--- src/rtl/rgb_mixer_pkg.sv ---
// rgb_mixer_pkg: constants shared by the RGB mixer encoder and PWM stages.
//   ENC_WIDTH            - level register width, also used by the PWM stage
//   DEBOUNCE_DIV_DEFAULT - default clk cycles between debounce strobes
//   STABLE_CNT_DEFAULT   - default identical strobe samples to accept a level
package rgb_mixer_pkg;
   localparam int ENC_WIDTH            = 8;
   localparam int DEBOUNCE_DIV_DEFAULT = 16;
   localparam int STABLE_CNT_DEFAULT   = 3;
endpackage

--- src/rtl/encoder_debounce.sv ---
// encoder_debounce: 2-flop synchroniser plus strobe-sampled stability filter for one raw input.
//   clk       - system clock
//   rst_n     - asynchronous active-low reset
//   strobe    - one-cycle debounce sample strobe from the shared prescaler
//   raw       - raw input, asynchronous to clk
//   debounced - filtered level, changes only after STABLE_CNT agreeing strobes
module encoder_debounce #(
   parameter int STABLE_CNT = 3
) (
   input  logic clk,
   input  logic rst_n,
   input  logic strobe,
   input  logic raw,
   output logic debounced
);
   localparam int CW = $clog2(STABLE_CNT);
   localparam logic [CW-1:0] LAST = CW'(STABLE_CNT - 1);
   logic          r_s1;
   logic          r_s2;
   logic          r_deb;
   logic [CW-1:0] r_cnt;
   always_ff @(posedge clk or negedge rst_n) begin
      if (!rst_n) begin
         r_s1  <= 1'b0;
         r_s2  <= 1'b0;
         r_deb <= 1'b0;
         r_cnt <= '0;
      end else begin
         r_s1 <= raw;
         r_s2 <= r_s1;
         // any strobe that sees agreement restarts the count, so only an
         // uninterrupted run of STABLE_CNT differing samples flips the level
         if (strobe) begin
            if (r_s2 != r_deb) begin
               if (r_cnt == LAST) begin
                  r_deb <= r_s2;
                  r_cnt <= '0;
               end else begin
                  r_cnt <= r_cnt + 1'b1;
               end
            end else begin
               r_cnt <= '0;
            end
         end
      end
   end
   assign debounced = r_deb;
endmodule

--- src/rtl/encoder_channel.sv ---
// encoder_channel: rotary encoder front end for one colour channel; debounces A/B and tracks the level.
//   clk       - system clock
//   rst_n     - asynchronous active-low reset
//   enc_a     - raw encoder A, asynchronous to clk
//   enc_b     - raw encoder B, asynchronous to clk
//   value     - current WIDTH-bit level for the PWM compare
//   step_up   - one-cycle pulse in the cycle value shows an increment
//   step_down - one-cycle pulse in the cycle value shows a decrement
// Build option: define ENC_SATURATE_EN to clamp value at 0 and 2^WIDTH-1
// instead of wrapping; a clamped count produces no step pulse.
module encoder_channel
   import rgb_mixer_pkg::*;
#(
   parameter int WIDTH        = ENC_WIDTH,
   parameter int DEBOUNCE_DIV = DEBOUNCE_DIV_DEFAULT,
   parameter int STABLE_CNT   = STABLE_CNT_DEFAULT
) (
   input  logic             clk,
   input  logic             rst_n,
   input  logic             enc_a,
   input  logic             enc_b,
   output logic [WIDTH-1:0] value,
   output logic             step_up,
   output logic             step_down
);
   localparam int DW = $clog2(DEBOUNCE_DIV);
   localparam logic [DW-1:0]    DIV_LAST = DW'(DEBOUNCE_DIV - 1);
   localparam logic [WIDTH-1:0] MAX_VAL  = '1;
   logic [DW-1:0]    r_div;
   logic             r_prev_a;
   logic [WIDTH-1:0] r_value;
   logic             r_step_up;
   logic             r_step_down;
   logic             w_strobe;
   logic             w_a;
   logic             w_b;
   logic             w_rise;
   logic             w_inc;
   logic             w_dec;
   assign w_strobe = (r_div == DIV_LAST);
   always_ff @(posedge clk or negedge rst_n) begin
      if (!rst_n) r_div <= '0;
      else        r_div <= w_strobe ? '0 : r_div + 1'b1;
   end
   encoder_debounce #(.STABLE_CNT(STABLE_CNT)) u_deb_a (
      .clk(clk), .rst_n(rst_n), .strobe(w_strobe), .raw(enc_a), .debounced(w_a)
   );
   encoder_debounce #(.STABLE_CNT(STABLE_CNT)) u_deb_b (
      .clk(clk), .rst_n(rst_n), .strobe(w_strobe), .raw(enc_b), .debounced(w_b)
   );
   // the rise is seen the cycle after A's debounced update, so B is already
   // post-update when both flip on the same strobe
   assign w_rise = w_a & ~r_prev_a;
`ifdef ENC_SATURATE_EN
   assign w_inc = w_rise & ~w_b & (r_value != MAX_VAL);
   assign w_dec = w_rise &  w_b & (r_value != '0);
`else
   assign w_inc = w_rise & ~w_b;
   assign w_dec = w_rise &  w_b;
`endif
   always_ff @(posedge clk or negedge rst_n) begin
      if (!rst_n) begin
         r_prev_a    <= 1'b0;
         r_value     <= '0;
         r_step_up   <= 1'b0;
         r_step_down <= 1'b0;
      end else begin
         r_prev_a    <= w_a;
         r_value     <= w_inc ? r_value + 1'b1 : w_dec ? r_value - 1'b1 : r_value;
         r_step_up   <= w_inc;
         r_step_down <= w_dec;
      end
   end
   assign value     = r_value;
   assign step_up   = r_step_up;
   assign step_down = r_step_down;
endmodule

--- config.mk ---
export PLATFORM = sky130hd
export DESIGN_NAME = encoder_channel
export DESIGN_NICKNAME = d
export VERILOG_FILES = /design/src/rtl/rgb_mixer_pkg.sv /design/src/rtl/encoder_debounce.sv /design/src/rtl/encoder_channel.sv
export SDC_FILE = /design/constraint.sdc
export NUM_CORES = 1
export LEC_CHECK = 0
export CORE_ASPECT_RATIO = 2
export CORE_MARGIN = 10
export CORE_UTILIZATION = 41
export DETAILED_ROUTE_END_ITERATION = 8
export GPL_TIMING_DRIVEN = 0
export SYNTH_ARGS = -nofsm -noshare
export SYNTH_HDL_FRONTEND = slang
export SYNTH_SLANG_ARGS = --single-unit
--- constraint.sdc ---
create_clock -name clk -period 2.4 [get_ports clk]
set_input_delay 0.36 -clock clk [delete_from_list [all_inputs] [get_ports clk]]
set_output_delay 0.36 -clock clk [all_outputs]
set_load 0.1 [all_outputs]
After elaboration in Yosys (flattened, before gate mapping)
Cells that the tools add are included.
Operators by class
  bitwise gates (word level): 5
  muxes and demuxes: 7
  $add $sub $neg: 5
  equal/unequal tests: 5
  reductions and logical operators: 3
Operator list (number)
  $mux 8: 2
  $add 8x1->8 const B: 1
  $mux 2: 4
  $sub 8x1->8 const B: 1
  $reduce_and 3->1: 2
  $add 2x1->2 const B: 2
  $add 4x1->4 const B: 1
  $eq 2x2->1 const B: 2
  $eq 4x4->1 const B: 1
  $mux 4: 1
  $and 1x1->1: 3
  $ne 1x1->1: 2
  $not 1->1: 2
  $reduce_bool 2->1: 1
Word-level totals
  word-level logic and storage cells: 38
  output and inout port bits: 10
  register bits: 25
  bits of input ports: 4

Depth between registers and ports, before layout
Gate-level depths: netlist of run 1.
  depth after elaboration: 5
  gate-level depth with buffers: 9

Modules after synthesis
From an unflattened synthesis of run 1, not the netlist that was laid out.
Second synthesis, totals
  cell total of the unflattened synthesis: 122
  area total of the unflattened synthesis: 1307.5 um2
Modules (own cells, without submodules)
  encoder_channel: cells each 94, area each 929.6 um2, instances 1
  encoder_debounce: cells each 14, area each 188.9 um2, instances 2

Worst setup path after synthesis of run 1
No wires, ideal clock.
  path kind: flip-flop to flip-flop
  start: reg r_value[4] (netlist: value[4])
  end: reg r_value[7] (netlist: value[7])
  setup slack: 0.127 ns
  library setup time: 0.158 ns
  path buffers: 0
  period minus slack after synthesis: 2.273 ns
  stages on the path, launching flop included: 7
  arrival time: 2.116 ns
  cells stage by stage: dfrtp_1 -> ha_1 -> a21o_1 -> a31o_1 -> a21oi_2 -> mux2i_1 -> xnor2_1
On the way
  longest elaborated chain between the ends: 3
Ends and longest elaborated chain
  from (decl): line encoder_channel.sv:31  | logic [WIDTH-1:0] r_value;
  from (signal assigned): line encoder_channel.sv:69  | r_value <= w_inc ? r_value + 1'b1 : w_dec ? r_value - 1'b1 : r_value;
  $sub 8x1->8: line encoder_channel.sv:69
  $mux 8: line encoder_channel.sv:69
  $mux 8 (*): line encoder_channel.sv:69
Mark *: on every way between the ends. The rest lies on a longest branch, timed or not. The select of a mux whose other input is x is not followed.
A chain may end at the register's enable or synchronous reset.

Worst setup path in the final report of run 1
  start: reg r_prev_a
  end: reg r_value[7] (netlist: value[7])
On the way
  longest elaborated chain between the ends: 4
Ends and longest elaborated chain
  from (decl): line encoder_channel.sv:30  | logic r_prev_a;
  from (signal assigned): line encoder_channel.sv:68  | r_prev_a <= w_a;
  $not 1->1 (*): line encoder_channel.sv:53  | assign w_rise = w_a & ~r_prev_a;
  $and 1x1->1 (*): line encoder_channel.sv:53
  $and 1x1->1, on equally long branches: line encoder_channel.sv:58, encoder_channel.sv:59
  $mux 8 or $reduce_bool 2->1 (tied branches)
Mark *: on every way between the ends. The rest lies on a longest branch, timed or not.

==> flow_summary.html, run 1 <==
<table>
<tr><th>Metric</th><th>Value</th></tr>
<tr><th colspan="2">Floorplanning</th></tr>
<tr><td>Initial Utilization</td><td>43.41%</td></tr>
<tr><td>Die X-Extent</td><td>just under 60 um</td></tr>
<tr><td>Site row count</td><td>27</td></tr>
<tr><td>Io pins</td><td>14</td></tr>
<tr><td>Height of the die</td><td>96.59 um</td></tr>
<tr><td>Core Box Area</td><td>2770 sq um</td></tr>
<tr><td>Total die area</td><td>5630 sq um</td></tr>
<tr><th colspan="2">STA</th></tr>
<tr><td>Headroom to the max-slew limit</td><td>26.78%</td></tr>
<tr><td>Count of final hold-check violations</td><td>0</td></tr>
<tr><td>Worst hold slack</td><td>352.9 ps</td></tr>
<tr><td>Fmax achieved</td><td>450.7 MHz</td></tr>
<tr><td>Actual slew at the worst max-slew pin</td><td>around 1100 ps</td></tr>
<tr><td>Final number of setup-violating endpoints</td><td>0</td></tr>
<tr><td>Post-route clock skew</td><td>4.966 ps</td></tr>
<tr><td>Setup WS post-layout</td><td>approximately 180 ps</td></tr>
<tr><td>Setup repair after global routing missed its margin</td><td>no</td></tr>
<tr><td>Final worst path period need</td><td>2219 ps</td></tr>
<tr><td>Pins over their slew limit</td><td>0</td></tr>
<tr><td>Tcrit/Tclk final</td><td>approximately 92%</td></tr>
<tr><th colspan="2">Worst setup path</th></tr>
<tr><td>Type of element launching the critical path</td><td>flip-flop</td></tr>
<tr><td>Critical-path maximum fanout</td><td>8</td></tr>
<tr><td>Worst path max stage delay</td><td>380 ps</td></tr>
<tr><td>Kind of capture point of the worst setup path</td><td>flip-flop</td></tr>
<tr><td>Worst flop-to-flop path startpoint</td><td>r_prev_a</td></tr>
<tr><td>Cells on worst reg2reg path</td><td>8</td></tr>
<tr><td>Critical Path, Cell by Cell</td><td>and2b_2, nand2b_2, ha_1, a21o_1, a31o_1, a21oi_2, mux2i_1, xnor2_1</td></tr>
<tr><td>Worst setup path class</td><td>reg -&gt; reg</td></tr>
<tr><td>Data required time of the worst path</td><td>2600 ps</td></tr>
<tr><td>Arrival time reported for the critical path endpoint</td><td>about 2400 ps</td></tr>
<tr><td>Setup slack on the worst flop-to-flop path</td><td>180 ps</td></tr>
<tr><td>Max stage delay cell, worst path</td><td>dfrtp_1</td></tr>
<tr><td>Capturing point of the worst reg2reg path</td><td>value[7]</td></tr>
<tr><th colspan="2">Run status</th></tr>
<tr><td>Status</td><td>finished clean</td></tr>
<tr><th colspan="2">Clock network</th></tr>
<tr><td>Buffer levels on the longest clock path</td><td>2</td></tr>
<tr><td>Number of H-tree levels</td><td>1</td></tr>
<tr><td>Hold-fix buffers, CTS</td><td>0</td></tr>
<tr><td>Number of clock sinks</td><td>25</td></tr>
<tr><td>Number of setup buffers added after CTS</td><td>0</td></tr>
<tr><td>Clock Root Buffer</td><td>clkbuf_8</td></tr>
<tr><td>Clock input transition at the sequential cells of the worst setup and hold paths</td><td>roughly 80 ps</td></tr>
<tr><td>Latest clock arrival within the worst-skew pair</td><td>270 ps</td></tr>
<tr><td>Number of buffers created by CTS</td><td>3</td></tr>
<tr><td>CTS tree</td><td>built</td></tr>
<tr><th colspan="2">Layout</th></tr>
<tr><td>Number of fillers in the final layout</td><td>257</td></tr>
<tr><td>Multi-input gate area in the final layout</td><td>558.0 sq um</td></tr>
<tr><td>Summed area of non-filler cells in the final layout</td><td>~1400 sq um</td></tr>
<tr><td>Sequential Area</td><td>approximately 630 sq um</td></tr>
<tr><td># nets final</td><td>140</td></tr>
<tr><td>Fraction of layout cells with a size suffix above 1</td><td>10.32%</td></tr>
<tr><td>Relative area change from synthesis to final layout</td><td>17.90%</td></tr>
<tr><td>Count of inserted antenna diode cells</td><td>0</td></tr>
<tr><th colspan="2">Place</th></tr>
<tr><td>Pre-CTS WS</td><td>-6.992 ps</td></tr>
<tr><td>Final Wtd Congestion</td><td>between 0.7 and 0.8</td></tr>
<tr><td>Detailed-placement wirelength estimate</td><td>between 1500 and 2000 um</td></tr>
<tr><td>Post-placement cell area</td><td>1369 sq um</td></tr>
<tr><td>Port Buffers</td><td>13</td></tr>
<tr><th colspan="2">Yosys</th></tr>
<tr><td>Number of different library cells in the post-synthesis netlist</td><td>32</td></tr>
<tr><td>Dominant combinational cell family by area after synthesis</td><td>simple AND/OR/NAND/NOR gates</td></tr>
<tr><td>Synth Instances</td><td>109</td></tr>
<tr><td>Largest area contributor in the netlist</td><td>dfrtp_1</td></tr>
<tr><td>Complex-gate fraction of the synthesized area</td><td>11.34%</td></tr>
<tr><td>Share of synthesized cell area in and, or, nand and nor gates</td><td>16.23%</td></tr>
<tr><td>Fraction of post-synthesis cell area in the top cell type by area</td><td>between 50% and 60%</td></tr>
<tr><td>Main area contributors after synthesis</td><td>dfrtp_1, ha_1, nand2_1, o21ai_0, xor2_1</td></tr>
<tr><td>Sequential fraction of the synthesis area</td><td>a little over half</td></tr>
<tr><td>Avg Cell Area, Syn</td><td>between 10 and 15 sq um</td></tr>
<tr><td>Warnings from Yosys</td><td>0</td></tr>
<tr><td>Post-synthesis adder-cell area fraction</td><td>9.990%</td></tr>
<tr><td>XOR/XNOR share of the synthesized area</td><td>5.827%</td></tr>
<tr><td>Post-synth net total</td><td>between 100 and 150</td></tr>
<tr><td>Yosys reg bits</td><td>25</td></tr>
<tr><td>Proportion of synthesized area in mux cells</td><td>2.706%</td></tr>
<tr><td>Post-synthesis cell area</td><td>1202 sq um</td></tr>
<tr><th colspan="2">Worst hold path</th></tr>
<tr><td>End point of the most critical hold path</td><td>u_deb_a.r_s2</td></tr>
<tr><td>Min-Delay Path Depth</td><td>0</td></tr>
<tr><td>Hold wc startpoint</td><td>u_deb_a.r_s1</td></tr>
<tr><td>Hold/Removal Path Class</td><td>reg -&gt; reg</td></tr>
<tr><th colspan="2">Pwr</th></tr>
<tr><td>Peak supply drop</td><td>336.3 uV</td></tr>
<tr><td>Power, Total</td><td>0.8275 mW</td></tr>
<tr><td>Static power due to leakage</td><td>0.6536 nW</td></tr>
<tr><td>Power density of the placed cells</td><td>approximately 580 nW/um^2</td></tr>
<tr><th colspan="2">GRT</th></tr>
<tr><td>Total GRT Usage</td><td>8.676%</td></tr>
<tr><td>Gr ovfl total</td><td>0</td></tr>
<tr><td>Number of antenna violations at the first check in global routing</td><td>0</td></tr>
<tr><td>Wire length of the first global-routing pass</td><td>3891 um</td></tr>
<tr><td>Via count of the first global-routing pass</td><td>909</td></tr>
<tr><td>Maximum number of pins on one net before global-route repair</td><td>26</td></tr>
<tr><th colspan="2">Detailed routing</th></tr>
<tr><td>Total wire length after detailed routing</td><td>around 2200 um</td></tr>
<tr><td>Via density</td><td>5.316</td></tr>
<tr><td>DR pass1 iterations</td><td>2</td></tr>
<tr><td>Antenna Nets Post-Route</td><td>0</td></tr>
<tr><td>Average wire per standard cell</td><td>approximately 14 um</td></tr>
<tr><td>Via Count</td><td>824</td></tr>
<tr><td>Violation count after the first detailed-route iteration</td><td>5</td></tr>
<tr><td>Post-detailed-route DRC marker count</td><td>0</td></tr>
<tr><th colspan="2">Flow run</th></tr>
<tr><td>Number of maximum-capacitance violations</td><td>0</td></tr>
</table>
## critical path, delay by kind of cell, from the launching register on
family                   cells  cell delay (ps)
XOR/XNOR                     1              140
AND/OR/NAND/NOR              2              420
adder cells (fa/ha/maj)      1              370
multiplexers                 1              280
flip-flops                   1              380
AO/OA/AOI/OAI                3              550
## state kept, by name (all words and copies together), names as in the netlist, 2 cells and up
signal         count
value              8
r_div              4
u_deb_b.r_cnt      2
u_deb_a.r_cnt      2
## cells in the final DEF, fill, tap and decap left out
cell             instances
a21oi_2                  1
inv_1                    5
a21o_1                   2
and3_1                   1
o221a_2                  1
clkbuf_8                 3
nand3_1                  5
o31ai_1                  2
nand3_2                  1
nor3b_1                  2
nand2b_2                 1
clkbuf_1                 2
nor2b_1                  1
nor2_1                   3
or3_1                    1
xnor2_1                  3
o21ai_0                  9
and2_2                   1
nand2b_1                 2
a31oi_1                  1
mux2_2                   2
and4_2                   1
and2b_2                  1
a31o_1                   1
ha_1                     8
clkdlybuf4s50_1         13
fa_1                     1
nand3b_1                 2
a21oi_1                  2
o21ai_1                  1
a21boi_2                 1
mux2i_1                  1
nand2_1                 15
dfrtp_1                 25
xor2_1                   5
## layer usage
layer  vias to the layer above  share of wire [%]  track usage, %  wire, um
met5                         -                  0               0         0
met4                         0                3.6           5.709        78
met3                         7                4.7           2.353       102
met2                        16                 54           15.66      1174
met1                       392                 38           8.217       819
li1                        409                  -               -         -
## through the flow
stage,cells,utilization (%),TNS [ps]
final,155,51.17,0
after global routing,155,51.17,0
after CTS,155,51.13,0
after detailed placement,151,49.41,-6.992
after global placement,151,49.41,0
after floorplan,109,-,0
## worst max path at each step
stage / startpoint / endpoint / slack [ps] / depth (start not counted)
after floorplan: value[4] / value[7] / 130 / 6
after global placement: r_prev_a / value[7] / 10 / 8
after global routing: u_deb_a.debounced / value[7] / 10 / 8
final: r_prev_a / value[7] / 180 / 8
after CTS: r_prev_a / value[7] / 70 / 8
after detailed placement: r_prev_a / value[7] / -7 / 8
## cell families after synthesis
group / Yosys count
muxes: 3
AOI/OAI and AO/OA: 21
DFF: 25
adders and majority gates: 9
buffers and inverters: 6
and+or+nand+nor: 37
xor gates and xnor gates: 8
## cells in the mapped netlist (all sizes together)
cell type  count
a21boi         1
a21o           2
a21oi          3
a31o           1
a31oi          1
and2           1
and2b          1
and3           1
and4           1
clkbuf         1
dfrtp         25
fa             1
ha             8
inv            5
mux2           2
mux2i          1
nand2         15
nand2b         3
nand3          6
nand3b         2
nor2           3
nor2b          1
nor3b          2
o21ai         10
o221a          1
o31ai          2
or3            1
xnor2          3
xor2           5
## timing repair
item                                    4_1_cts  5_1_grt
endpoints found under the setup margin        1        1
endpoints found under the hold margin         0        0
gates resized for setup                       1        1
## where the power goes
part | switching, mW | total [mW] | internal [mW] | leakage, nW
sequential | 0.00990 | 0.445 | 0.435 | 0.329
clock | 0.129 | 0.248 | 0.119 | 0.0228
combinational | 0.0877 | 0.135 | 0.0471 | 0.302
## cell type report
class | count | share of cell area [%]
Timing Repair Buffer | 13 | 9.179
Buffer | 1 | 0.2648
Clock buffer | 4 | 3.177
Tap cell | 29 | 2.560
Inverter | 5 | 1.324
Sequential cell | 25 | 44.13
Multi-Input combinational cell | 78 | 39.36
(Power assumes the default switching activity.)
==> run 2, diff against run 1 <==
--- a/config.mk
+++ b/config.mk
@@ -5,11 +5,13 @@
 export SDC_FILE = /design/constraint.sdc
 export NUM_CORES = 1
 export LEC_CHECK = 0
-export CORE_ASPECT_RATIO = 2
 export CORE_MARGIN = 10
-export CORE_UTILIZATION = 41
+export CORE_UTILIZATION = 54
 export DETAILED_ROUTE_END_ITERATION = 8
 export GPL_TIMING_DRIVEN = 0
+export MAX_ROUTING_LAYER = met4
+export PLACE_DENSITY = 0.77
+export SKIP_LAST_GASP = 1
 export SYNTH_ARGS = -nofsm -noshare
 export SYNTH_HDL_FRONTEND = slang
 export SYNTH_SLANG_ARGS = --single-unit
==> run 2 against run 1 <==
- count of clock-buffer cells in the layout stayed put
- critical path depth is 7 lower
- non-clock buffer count stayed put
- highest routed layer unchanged
- sequential power hardly changed
- largest cell class unchanged
- global-route usage is 1.8 points higher
- critical path type is now reg -> out
- register-to-register slack hardly changed
==> flow_summary.html, run 2 (synthesis results as in run 1) <==
<table>
<tr><th>Metric</th><th>Value</th></tr>
<tr><th colspan="2">Worst setup path</th></tr>
<tr><td>Critical-path maximum fanout</td><td>4 (was 8)</td></tr>
<tr><td>Worst setup path class</td><td>reg -&gt; out (was reg -&gt; reg)</td></tr>
<tr><td>Critical path buffers and inverters</td><td>1 (was 0)</td></tr>
<tr><td>Worst flop-to-flop path startpoint</td><td>r_prev_a (unchanged)</td></tr>
<tr><td>Type of element launching the critical path</td><td>flip-flop (unchanged)</td></tr>
<tr><td>Cells on worst reg2reg path</td><td>8 (unchanged)</td></tr>
<tr><td>Arrival time reported for the critical path endpoint</td><td>1890 ps (was 2410 ps)</td></tr>
<tr><td>Max stage delay cell, worst path</td><td>clkdlybuf4s50_1 (was dfrtp_1)</td></tr>
<tr><td>Top Family by Delay on Critical Path</td><td>buffers and inverters (was compound AO/OA/AOI/OAI gates)</td></tr>
<tr><td>Data required time of the worst path</td><td>2040 ps (was 2600 ps)</td></tr>
<tr><td>Setup slack on the worst flop-to-flop path</td><td>170 ps (was 180 ps)</td></tr>
<tr><td>Critical Path, Cell by Cell</td><td>clkdlybuf4s50_1 (was and2b_2, nand2b_2, ha_1, a21o_1, a31o_1, a21oi_2, mux2i_1, xnor2_1)</td></tr>
<tr><td>Capturing point of the worst reg2reg path</td><td>value[7] (unchanged)</td></tr>
<tr><td>Kind of capture point of the worst setup path</td><td>output port (was flip-flop)</td></tr>
<tr><td>Worst path max stage delay</td><td>1160 ps (was 380 ps)</td></tr>
<tr><th colspan="2">Clock network</th></tr>
<tr><td>Number of buffers created by CTS</td><td>3 (unchanged)</td></tr>
<tr><td>Number of H-tree levels</td><td>1 (unchanged)</td></tr>
<tr><td>Clock input transition at the sequential cells of the worst setup and hold paths</td><td>130 ps (was 80 ps)</td></tr>
<tr><td>Buffer levels on the longest clock path</td><td>2 (unchanged)</td></tr>
<tr><td>Number of setup buffers added after CTS</td><td>0 (unchanged)</td></tr>
<tr><td>Number of clock sinks</td><td>25 (unchanged)</td></tr>
<tr><td>Latest clock arrival within the worst-skew pair</td><td>310 ps (was 270 ps)</td></tr>
<tr><td>CTS tree</td><td>built (unchanged)</td></tr>
<tr><td>Clock Root Buffer</td><td>clkbuf_4 (was clkbuf_8)</td></tr>
<tr><th colspan="2">Worst hold path</th></tr>
<tr><td>Min-Delay Path Depth</td><td>0 (unchanged)</td></tr>
<tr><td>End point of the most critical hold path</td><td>u_deb_b.r_s2 (was u_deb_a.r_s2)</td></tr>
<tr><td>Hold/Removal Path Class</td><td>reg -&gt; reg (unchanged)</td></tr>
<tr><td>Hold wc startpoint</td><td>u_deb_b.r_s1 (was u_deb_a.r_s1)</td></tr>
<tr><th colspan="2">Place</th></tr>
<tr><td>Final Wtd Congestion</td><td>0.7688 (was 0.7360)</td></tr>
<tr><td>Detailed-placement wirelength estimate</td><td>1519 um (was 1739 um)</td></tr>
<tr><td>Port Buffers</td><td>13 (unchanged)</td></tr>
<tr><th colspan="2">STA</th></tr>
<tr><td>Pins over their slew limit</td><td>0 (unchanged)</td></tr>
<tr><td>Tcrit/Tclk final</td><td>93.82% (was 92.45%)</td></tr>
<tr><td>Headroom to the max-slew limit</td><td>25.65% (was 26.78%)</td></tr>
<tr><td>Fmax achieved</td><td>444.1 MHz (was 450.7 MHz)</td></tr>
<tr><td>Total negative setup slack</td><td>0 ps (unchanged)</td></tr>
<tr><td>Actual slew at the worst max-slew pin</td><td>1112 ps (was 1095 ps)</td></tr>
<tr><td>Post-route clock skew</td><td>1.524 ps (was 4.966 ps)</td></tr>
<tr><td>Setup repair after global routing missed its margin</td><td>no (unchanged)</td></tr>
<tr><td>Final worst path period need</td><td>2252 ps (was 2219 ps)</td></tr>
<tr><td>Count of final hold-check violations</td><td>0 (unchanged)</td></tr>
<tr><td>Final number of setup-violating endpoints</td><td>0 (unchanged)</td></tr>
<tr><th colspan="2">Layout</th></tr>
<tr><td>Count of inserted antenna diode cells</td><td>0 (unchanged)</td></tr>
<tr><td>Number of fillers in the final layout</td><td>189 (was 257)</td></tr>
<tr><td>Commonest non-fill, non-tap cell in the layout</td><td>dfrtp_1 (unchanged)</td></tr>
<tr><td>Commonest cells after routing, fill and taps aside</td><td>dfrtp_1, nand2_1, clkdlybuf4s50_1 (unchanged)</td></tr>
<tr><td>Relative area change from synthesis to final layout</td><td>16.13% (was 17.90%)</td></tr>
<tr><td>Multi-input gate area in the final layout</td><td>556.8 sq um (was 558.0 sq um)</td></tr>
<tr><td># nets final</td><td>140 (unchanged)</td></tr>
<tr><td>Fraction of layout cells with a size suffix above 1</td><td>9.524% (was 10.32%)</td></tr>
<tr><td>Sequential Area</td><td>625.6 sq um (unchanged)</td></tr>
<tr><td>Number of flip-flops under the largest register name</td><td>8 (unchanged)</td></tr>
<tr><th colspan="2">Detailed routing</th></tr>
<tr><td>Via Count</td><td>812 (was 824)</td></tr>
<tr><td>Violation count after the first detailed-route iteration</td><td>36 (was 5)</td></tr>
<tr><td>DR pass1 iterations</td><td>4 (was 2)</td></tr>
<tr><td>Via density</td><td>5.273 (was 5.316)</td></tr>
<tr><td>Antenna Nets Post-Route</td><td>0 (unchanged)</td></tr>
<tr><td>Total wire length after detailed routing</td><td>2045 um (was 2174 um)</td></tr>
<tr><td>Post-detailed-route DRC marker count</td><td>0 (unchanged)</td></tr>
<tr><td>Average wire per standard cell</td><td>13.28 um (was 14.03 um)</td></tr>
<tr><th colspan="2">Floorplanning</th></tr>
<tr><td>Io pins</td><td>14 (unchanged)</td></tr>
<tr><td>Die X-Extent</td><td>67.19 um (was 58.29 um)</td></tr>
<tr><td>Initial Utilization</td><td>55.42% (was 43.41%)</td></tr>
<tr><td>Site row count</td><td>17 (was 27)</td></tr>
<tr><td>Height of the die</td><td>67.19 um (was 96.59 um)</td></tr>
<tr><td>Core Box Area</td><td>2170 sq um (was 2770 sq um)</td></tr>
<tr><td>Total die area</td><td>4514 sq um (was 5630 sq um)</td></tr>
<tr><th colspan="2">GRT</th></tr>
<tr><td>Maximum number of pins on one net before global-route repair</td><td>26 (unchanged)</td></tr>
<tr><td>Wire length of the first global-routing pass</td><td>3588 um (was 3891 um)</td></tr>
<tr><td>Gr ovfl total</td><td>0 (unchanged)</td></tr>
<tr><td>Total GRT Usage</td><td>10.44% (was 8.676%)</td></tr>
<tr><td>Via count of the first global-routing pass</td><td>824 (was 909)</td></tr>
<tr><td>Number of antenna violations at the first check in global routing</td><td>0 (unchanged)</td></tr>
<tr><th colspan="2">Pwr</th></tr>
<tr><td>Power, Total</td><td>0.7626 mW (was 0.8275 mW)</td></tr>
<tr><td>Power density of the placed cells</td><td>546.2 nW/um^2 (was 583.7 nW/um^2)</td></tr>
<tr><td>Peak supply drop</td><td>359.0 uV (was 336.3 uV)</td></tr>
<tr><td>Static power due to leakage</td><td>0.6462 nW (was 0.6536 nW)</td></tr>
<tr><th colspan="2">Flow run</th></tr>
<tr><td>Number of maximum-capacitance violations</td><td>0 (unchanged)</td></tr>
<tr><th colspan="2">Run status</th></tr>
<tr><td>Status</td><td>finished clean (unchanged)</td></tr>
</table>
-- run 2: cell counts in the layout (fill, tap and decap cells not counted) --
Identical to the previous run, type by type.
-- run 2: final cells by class --
| type | instances | share of cell area, % |
|---|---|---|
| flip-flops and latches | 25 | 44.80 |
| multi-input cells | 78 | 39.87 |
| repair buffers | 13 | 9.319 |
| clock buffers | 4 | 1.882 |
| plain buffers | 1 | 0.2688 |
| inverters | 5 | 1.344 |
| well taps | 28 | 2.509 |
-- run 2: layer usage --
metal  global-route usage (%)  share of wire, %  up-vias
met4                    5.385               1.6        0
li1                         -                 -      409
met2                    16.23                47       13
met3                    2.810               4.6        4
met5                        -                 0        -
met1                    12.13                47      386
-- run 2: repair_timing --
action,4_1_cts,5_1_grt
setup endpoints to repair,0,2
hold buffers,0,0
gates resized for setup,0,1
-- run 2: worst max path at each step --
stage / depth (start not counted) / slack, ps / start / endpoint
3_3_place_gp: 8 / 130 / r_prev_a / value[7]
4_1_cts: 8 / 80 / r_prev_a / value[7]
2_1_floorplan: 6 / 130 / value[4] / value[7]
6_report: 1 / 150 / value[2] / value[2]
3_5_place_dp: 8 / 110 / u_deb_a.debounced / value[7]
5_1_grt: 8 / 80 / r_prev_a / value[7]
-- run 2: power by group --
part	switching [mW]	internal, mW
combinational	0.0859	0.0469
clock	0.119	0.0649
sequential	0.0102	0.435
total	0.215	0.547
-- run 2: metrics by stage --
stage	instances	hold WS, ps	setup WS [ps]	cell area [sq um]	util (%)
2_1_floorplan	109	64.41	126.6	1202	-
4_1_cts	154	370.5	77.38	1394	64.24
3_5_place_dp	150	340.2	111.4	1368	63.03
3_3_place_gp	150	333.7	134.6	1368	63.03
5_1_grt	154	384.2	77.09	1396	64.36
6_report	154	368.0	148.3	1396	64.36
==> run 3, diff against run 2 <==
==> constraint.sdc (replaced) <==
create_clock -name clk -period 2.4 [get_ports clk]
set_input_delay 0.36 -clock clk [delete_from_list [all_inputs] [get_ports clk]]
set_output_delay 0.36 -clock clk [all_outputs]
set_load 0.005 [all_outputs]
==> results of run 3 <==
Same layout as run 2 (identical final DEF). Status: finished clean.
Main changes from that run: setup slack after layout 148.3 ps -> 171.2 ps; start point of the critical path value[2] -> r_prev_a; end point of the critical path value[2] -> value[7]; total power 0.7626 mW -> 0.7249 mW; worst IR drop on VDD 359.0 uV -> 354.8 uV
